==> config.mk <==
export PLATFORM = sky130hd
export DESIGN_NAME = rr_arbiter_param
export DESIGN_NICKNAME = d
export VERILOG_FILES = /design/src/rtl/rr_arbiter_param.sv
export SDC_FILE = /design/constraint.sdc
export NUM_CORES = 1
export LEC_CHECK = 0
export BUFFER_PORTS_ARGS = -buffer_cell sky130_fd_sc_hd__buf_2
export CORE_MARGIN = 5
export CORE_UTILIZATION = 47
export CTS_BUF_LIST = sky130_fd_sc_hd__clkbuf_16
export DETAILED_ROUTE_END_ITERATION = 10
export GPL_TIMING_DRIVEN = 0
export HOLD_SLACK_MARGIN = 0.15
export PLACE_DENSITY = 0.73
export SYNTH_ARGS = -nofsm -noshare
export SYNTH_HDL_FRONTEND = slang
export SYNTH_SLANG_ARGS = --single-unit
==> constraint.sdc <==
create_clock -name clk -period 5.4 [get_ports clk]
set_clock_uncertainty 0.15 [all_clocks]
set_input_delay 1.08 -clock clk [delete_from_list [all_inputs] [get_ports clk]]
set_output_delay 1.08 -clock clk [all_outputs]
set_load 0.01 [all_outputs]
==> src/rtl/rr_arbiter_param.sv <==
// Round-robin arbiter with a locked, registered grant. The search starts at the
// pointer from IDLE, and at owner+1 on rearbitration, so the old owner is considered last.
module rr_arbiter_param #(
  parameter int NUM_REQ  = 5,
  parameter int IDX_W    = $clog2(NUM_REQ),
  parameter int MAX_HOLD = 0,
  parameter int HOLD_W   = $clog2(MAX_HOLD + 2)
) (
  input  logic               clk,
  input  logic               rst_n,
  input  logic [NUM_REQ-1:0] req_i,
  input  logic               release_i,
  input  logic               restart_i,
  output logic [NUM_REQ-1:0] gnt_o,
  output logic [IDX_W-1:0]   gnt_idx_o,
  output logic               gnt_valid_o
);

  typedef enum logic {IDLE, LOCKED} state_t;

  localparam logic [IDX_W-1:0]  LAST_IDX = IDX_W'(NUM_REQ - 1);
  localparam logic [IDX_W:0]    NUM_EXT  = (IDX_W + 1)'(NUM_REQ);
  localparam logic [HOLD_W-1:0] HOLD_LIM = HOLD_W'(MAX_HOLD);
  localparam logic [HOLD_W-1:0] HOLD_ONE = HOLD_W'(1);

  state_t             state_q, state_d;
  logic [IDX_W-1:0]   ptr_q, ptr_d;
  logic [IDX_W-1:0]   owner_q, owner_d;
  logic [HOLD_W-1:0]  hcnt_q, hcnt_d;
  logic [NUM_REQ-1:0] gnt_q, gnt_d;
  logic               valid_q, valid_d;

  logic [IDX_W-1:0]   next_after_owner;
  logic [IDX_W-1:0]   search_start;
  logic [IDX_W-1:0]   cand_idx [NUM_REQ];
  logic [IDX_W-1:0]   win_idx;
  logic [NUM_REQ-1:0] win_onehot;
  logic               win_found;
  logic               hold_expired;
  logic               rearb;

  // cand_idx[k] is the k-th requester visited when searching from search_start.
  for (genvar gi = 0; gi < NUM_REQ; gi++) begin : g_cand
    logic [IDX_W:0] sum;
    assign sum           = {1'b0, search_start} + (IDX_W + 1)'(gi);
    assign cand_idx[gi]  = (sum >= NUM_EXT) ? IDX_W'(sum - NUM_EXT) : sum[IDX_W-1:0];
    assign win_onehot[gi] = win_found && (win_idx == IDX_W'(gi));
  end

  // Walk the order backwards so the earliest requester is the last one assigned.
  always_comb begin
    win_found = 1'b0;
    win_idx   = '0;
    for (int i = NUM_REQ - 1; i >= 0; i--) begin
      if (req_i[cand_idx[i]]) begin
        win_found = 1'b1;
        win_idx   = cand_idx[i];
      end
    end
  end

  always_comb begin
    next_after_owner = (owner_q == LAST_IDX) ? '0 : owner_q + IDX_W'(1);
    hold_expired     = (MAX_HOLD != 0) && (hcnt_q == HOLD_LIM);
    rearb            = (state_q == LOCKED) &&
                       (release_i || !req_i[owner_q] || hold_expired);
    search_start     = (state_q == LOCKED) ? next_after_owner : ptr_q;
  end

  always_comb begin
    state_d = state_q;
    ptr_d   = ptr_q;
    owner_d = owner_q;
    hcnt_d  = hcnt_q;
    gnt_d   = gnt_q;
    valid_d = valid_q;

    if (restart_i) begin
      state_d = IDLE;
      ptr_d   = '0;
      owner_d = '0;
      hcnt_d  = '0;
      gnt_d   = '0;
      valid_d = 1'b0;
    end else begin
      case (state_q)
        IDLE: begin
          if (win_found) begin
            state_d = LOCKED;
            owner_d = win_idx;
            hcnt_d  = HOLD_ONE;
            gnt_d   = win_onehot;
            valid_d = 1'b1;
          end else begin
            owner_d = '0;
            gnt_d   = '0;
            valid_d = 1'b0;
          end
        end
        LOCKED: begin
          if (rearb) begin
            ptr_d = next_after_owner;
            if (win_found) begin
              owner_d = win_idx;
              hcnt_d  = HOLD_ONE;
              gnt_d   = win_onehot;
              valid_d = 1'b1;
            end else begin
              state_d = IDLE;
              owner_d = '0;
              hcnt_d  = '0;
              gnt_d   = '0;
              valid_d = 1'b0;
            end
          end else if ((MAX_HOLD != 0) && (hcnt_q != HOLD_LIM)) begin
            hcnt_d = hcnt_q + HOLD_ONE;
          end
        end
        default: begin
          state_d = IDLE;
          owner_d = '0;
          gnt_d   = '0;
          valid_d = 1'b0;
        end
      endcase
    end
  end

  always_ff @(posedge clk or negedge rst_n) begin
    if (!rst_n) begin
      state_q <= IDLE;
      ptr_q   <= '0;
      owner_q <= '0;
      hcnt_q  <= '0;
      gnt_q   <= '0;
      valid_q <= 1'b0;
    end else begin
      state_q <= state_d;
      ptr_q   <= ptr_d;
      owner_q <= owner_d;
      hcnt_q  <= hcnt_d;
      gnt_q   <= gnt_d;
      valid_q <= valid_d;
    end
  end

  assign gnt_o       = gnt_q;
  assign gnt_idx_o   = owner_q;
  assign gnt_valid_o = valid_q;

endmodule

==> impl_results.md, run 1 <==
* Setup violators final at 0
* CTS Buf Count at 3
* Area after DPL at 1940 sq um
* Post-synth ARST share at 1.00
* Reg2Reg Launch Point: gnt_idx_o[0]$_DFFE_PN0P_
* Sequential cell area at 325 sq um
* Design Area, Final at 2050 sq um
* Worst path arrival time at 5.07 ns
* CTS tree: built
* Initial Utilization at 0.488
* Starting DRT DRC Count at 102
* Largest net degree at the start of global routing at 14
* Final min period at 5.08 ns
* TNS Setup at 0 ns
* GRT Total Usage at 0.191
* Post-synth EDFFs at 0
* CTS Sinks at 13
* Placed insts at 286
* Non-filler cells, final at 290
* Util after Layout at 0.555
* Origin of the worst setup path: gnt_idx_o[0]$_DFFE_PN0P_
* CP Capture Type: flip-flop
* Final GP Congestion at 1.01
* # H-tree levels at 1
* Vias per cell at 6.33
* Ant diodes at 0
* CTS max path bufs at 2
* Share of layout cells above drive strength 1 at 0.207
* Synth Warn # at 0
* Layout net count at 263
* Crit path launch type: flip-flop
* Cells along the critical path: inv_1, ha_1, a21oi_1, a21oi_2, buf_2, buf_2, ha_1, ha_1, clkbuf_1, a211oi_1, o21ai_0, a2111oi_2, a2111oi_0, o221ai_1, a21boi_0, or2_2, o41ai_2
* Slowest CP cell: a211oi_1
* Critical Path End: gnt_o[0]$_DFFE_PN0P_
* Crit-path most repeated cell: ha_1
* Detailed Place HPWL at 3.63 mm
* Via count at 1837
* MaxCap Viol Count at 0
* Measured slew at the worst slew-check pin at 0.646 ns
* Area grow syn2layout at 13.6%
* Max Clk Rate at 197 MHz
* Sequential area share after synthesis at 0.181
* Die area at 5170 sq um
* Synthesized net count at 242
* RR Endpoint: gnt_o[0]$_DFFE_PN0P_
* Vias in the first global route at 1648
* Die Ht at 71.9 um
* DR DRC count at 0
* Avg WL per Cell at 16.7 um
* Slew Limit Fails at 0
* Chip width at 71.9 um
* Post-Syn Area at 1800 sq um
* Final Cycle Share at 0.941
* First-pass GRT wire length at 7.96 mm
* Area of the multi-input gates at 1420 sq um
* Status: finished clean
* Reg2reg path depth at 17
* Worst-Skew Late Latency at 0.24 ns
* Post-synth cell types at 70
* WS Path Type: flip-flop to flip-flop
* Post-Syn Instances at 222
* Worst reg2reg setup slack at 0.32 ns
* Synth top area share at 0.181
* #FFs+latches synth at 13
* CORE AREA at 3690 sq um
* Total grt overflow at 0
* FP Rows at 22
* Max_slew headroom at 0.565
* Final hold vios at 0
* Top cells by area, synth: dfrtp_1 (18%), ha_1 (6.9%), mux2i_1 (5.0%)
* Final WL at 4.84 mm
* CP max stage delay at 0.58 ns
* Maximum fanout along the worst path at 11
* Mean area per synthesized cell at 8.11 sq um
* Root Driver: clkbuf_16
* Worst hold start: gnt_o[4]$_DFFE_PN0P_
* Hold Path Class: flip-flop to flip-flop
* Synth area leader: dfrtp_1
* Postcts setup bufs at 0
* I/O pin total at 18
* Drt first pass iters at 4
* Synth Flop Type: dfrtp_1
* Detail Route Antenna Nets at 0
* RSZ-0062 raised after global routing: false
* Clk slew on worst S/H paths at 0.04 ns
* FILL cells at 361
* Antenna violations before repair at 0
* Worst Path Required at 5.38 ns
* Port bufs at 16
repair_timing:
item | CTS | global route
hold buffers | 0 | 0
resized for setup | 0 | 5
setup endpoints to repair | 0 | 10
registers in the layout (all words and copies together) (netlist names):
register and count:
state_q 1, gnt_o 5, ptr_q 3, gnt_idx_o 3
gnt_valid_o 1
how the worst min path moves through the flow:
stage,slack (ns),cells after the start,end
6_report,0.31,2,gnt_o[4]$_DFFE_PN0P_
5_1_grt,0.35,2,gnt_o[2]$_DFFE_PN0P_
4_1_cts,0.32,2,gnt_o[4]$_DFFE_PN0P_
3_5_place_dp,0.31,2,gnt_o[4]$_DFFE_PN0P_
3_3_place_gp,0.31,2,gnt_valid_o$_DFFE_PN0P_
2_1_floorplan,0.33,2,ptr_q[0]$_DFFE_PN0P_
cell usage after synthesis, drive strengths merged (4+ instances only):
| cell type | instances |
|---|---|
| dfrtp | 13 |
| nand2b | 8 |
| nand3 | 8 |
| nor3b | 4 |
| a211oi | 8 |
| clkbuf | 5 |
| inv | 10 |
| buf | 6 |
| mux2i | 9 |
| nand2 | 17 |
| a21oi | 11 |
| ha | 10 |
| o21ai | 15 |
| a21boi | 4 |
| nor2 | 16 |
| or3 | 4 |
| nor3 | 5 |
critical path, delay by kind of cell, from the launching register on:
family,cells,cell delay (ns)
buffers and inverters,4,0.92
AOI/OAI and AO/OA,9,2.51
and+or+nand+nor,1,0.31
DFF,1,0.46
adders and majority gates,3,0.64
cell type report:
cell class                      count  area share
Buffer                             11      0.0232
Clock buffer                        3      0.0367
Clock inverter                      1     0.00245
Inverter                           10      0.0183
Multi-Input combinational cell    188       0.692
Timing Repair Buffer               16      0.0391
Tap cell                           48      0.0294
Sequential cell                    13       0.159
through the flow:
step | hold slack, ns | setup WS [ns]
2_1_floorplan | 0.332 | 0.890
3_3_place_gp | 0.305 | 0.112
3_5_place_dp | 0.308 | 0.0987
4_1_cts | 0.320 | 0.0790
5_1_grt | 0.353 | 0.0498
6_report | 0.314 | 0.318
logic make-up after synthesis:
logic type               share of synthesized area
adder cells (fa/ha/maj)                     0.0806
XOR/XNOR                                    0.0195
AND/OR/NAND/NOR                              0.247
multiplexers                                0.0813
AO/OA/AOI/OAI                                0.344
buffers and inverters                       0.0473
flip-flops                                   0.181
metal layers:
metal / part of all wire / track usage
met5: 0 / 0
met4: 0.019 / 0.0605
met3: 0.059 / 0.0360
met2: 0.45 / 0.296
met1: 0.47 / 0.269
placed cells by master (no fill, tap or decap), types with 4 or more instances in the layout:
master	synthesis	routed
buf_2	5	21
a21boi_0	4	4
or3_1	4	4
nand2_1	17	17
mux2i_1	9	9
nand2b_1	8	8
inv_1	8	8
nand3_1	8	8
ha_1	10	10
a211oi_1	7	7
dfrtp_1	13	13
nor2_1	16	16
a21oi_1	10	9
clkbuf_1	5	5
nor3_1	5	5
o21ai_0	13	13
Power of run 1 is not shown: default switching activity piles up to over one toggle a cycle in this logic, so the estimate is an artifact.
==> run 2, diff against run 1 <==
- CORE_ASPECT_RATIO: default -> 2
- RECOVER_POWER: default -> 50
==> impl_results.md, run 2 (synthesized netlist as in run 1, its figures left out) <==
* Status: finished clean
* Die area at 5240 sq um (+1.4%)
* Worst-Skew Late Latency at 0.24 ns (about the same)
* Share of layout cells above drive strength 1 at 0.186 (-0.0207)
* Design Area, Final at 2070 sq um (+1.0%)
* Starting DRT DRC Count at 73 (-28%)
* Postcts setup bufs at 0 (unchanged)
* CTS Sinks at 13 (unchanged)
* Vias in the first global route at 1987 (+21%)
* Worst Path Required at 5.38 ns (about the same)
* Initial Utilization at 0.473 (-0.0148)
* Antenna violations before repair at 0 (unchanged)
* Max_slew headroom at 0.392 (-0.173)
* Avg WL per Cell at 18.8 um (+13%)
* Detail Route Antenna Nets at 0 (unchanged)
* Placed insts at 289 (+1.0%)
* Most common cell after layout, fill and taps aside: nand2_1
* Final Cycle Share at 0.934 (-0.00685)
* Layout net count at 263 (unchanged)
* Final min period at 5.04 ns (-0.0370 ns)
* CTS tree: built
* I/O pin total at 18 (unchanged)
* Root Driver: clkbuf_16
* Final hold vios at 0 (unchanged)
* GRT Total Usage at 0.230 (+0.0389)
* Crit path launch type: flip-flop
* DR DRC count at 0 (unchanged)
* Max reg flops at 5 (unchanged)
* Most frequent cells in the layout: nand2_1 (17), buf_2 (16), nor2_1 (16)
* First-pass GRT wire length at 9.20 mm (+16%)
* Area grow syn2layout at 14.8%
* MaxCap Viol Count at 0 (unchanged)
* Drt first pass iters at 4 (unchanged)
* Chip width at 53.8 um (-25%)
* Worst path arrival time at 5.02 ns (-0.05 ns)
* CTS Buf Count at 3 (unchanged)
* Area after DPL at 1940 sq um (+0.19%)
* WS Path Type: flip-flop to flip-flop
* Maximum fanout along the worst path at 11 (unchanged)
* Die Ht at 97.5 um (+36%)
* Largest net degree at the start of global routing at 14 (unchanged)
* Port bufs at 16 (unchanged)
* CP Capture Type: flip-flop
* # H-tree levels at 1 (unchanged)
* Detailed Place HPWL at 4.29 mm (+18%)
* Setup violators final at 0 (unchanged)
* Final GP Congestion at 0.945 (-6.7%)
* Non-filler cells, final at 293 (+1.0%)
* Vias per cell at 6.48 (+2.3%)
* Measured slew at the worst slew-check pin at 0.900 ns (+0.255 ns)
* Hold Path Class: flip-flop to flip-flop
* Max Clk Rate at 198 MHz (+0.73%)
* Total grt overflow at 0 (unchanged)
* FP Rows at 32 (+45%)
* Slew Limit Fails at 0 (unchanged)
* CTS max path bufs at 2 (unchanged)
* Final WL at 5.50 mm (+14%)
* Worst hold margin at 0.326 ns (+0.0113 ns)
* CORE AREA at 3800 sq um (+3.1%)
* Ant diodes at 0 (unchanged)
* Via count at 1899 (+3.4%)
* TNS Setup at 0 ns (unchanged)
* Clk slew on worst S/H paths at 0.04 ns (about the same)
[run 2: worst paths after layout]
check                                          from                       to  slack (ns)  cells after the start
hold / removal              gnt_valid_o$_DFFE_PN0P_  gnt_valid_o$_DFFE_PN0P_        0.33                      2
min in group asynchronous                     rst_n     gnt_o[3]$_DFFE_PN0P_        0.70                      1
max in group asynchronous                     rst_n     ptr_q[1]$_DFFE_PN0P_        3.97                      1
setup reg to reg           gnt_idx_o[0]$_DFFE_PN0P_     gnt_o[3]$_DFFE_PN0P_        0.36                     18
setup / recovery           gnt_idx_o[0]$_DFFE_PN0P_     gnt_o[3]$_DFFE_PN0P_        0.36                     18
hold reg to reg             gnt_valid_o$_DFFE_PN0P_  gnt_valid_o$_DFFE_PN0P_        0.33                      2
[run 2: worst max-delay path: stages (launching register included)]
cell and delay, ns:
dfrtp_1 0.49, inv_1 0.08, ha_1 0.23, a21oi_1 0.31
a21oi_2 0.16, buf_2 0.22, buf_2 0.22, ha_1 0.24
ha_1 0.27, clkbuf_1 0.30, nor2_1 0.15, a21bo_2 0.27
a31o_2 0.25, a2111oi_2 0.54, or3_1 0.21, o211ai_1 0.11
a32oi_1 0.31, o21ai_1 0.14, a32o_1 0.27
[run 2: layer usage]
layer / vias up / global-route usage / share of wire / wire [um]
li1: 894 / - / - / -
met3: 24 / 0.0200 / 0.041 / 228
met4: 0 / 0.161 / 0.059 / 325
met1: 892 / 0.236 / 0.35 / 1950
met2: 89 / 0.403 / 0.54 / 3000
met5: - / 0 / 0 / 0
[run 2: cell type report]
type | count | area, sq um
fill | 377 | 1740
multi-input combinational | 188 | 1440
sequential | 13 | 325
clock buffer | 3 | 75.1
timing repair buffer | 16 | 73.8
tap | 51 | 63.8
buffer | 11 | 47.5
inverter | 10 | 37.5
clock inverter | 1 | 3.75
[run 2: metrics by stage]
step,util,setup WS [ns]
after floorplan,-,0.890
after global placement,0.511,0.126
after detailed placement,0.511,-0.00239
after CTS,0.533,0.162
after global routing,0.543,-0.0326
final,0.543,0.355
[run 2: repair_timing]
| item | CTS | global route |
|---|---|---|
| hold buffers | 0 | 0 |
| endpoints found under the setup margin | 2 | 9 |
| resized for setup | 1 | 7 |
Power of run 2 is left out for the same reason.
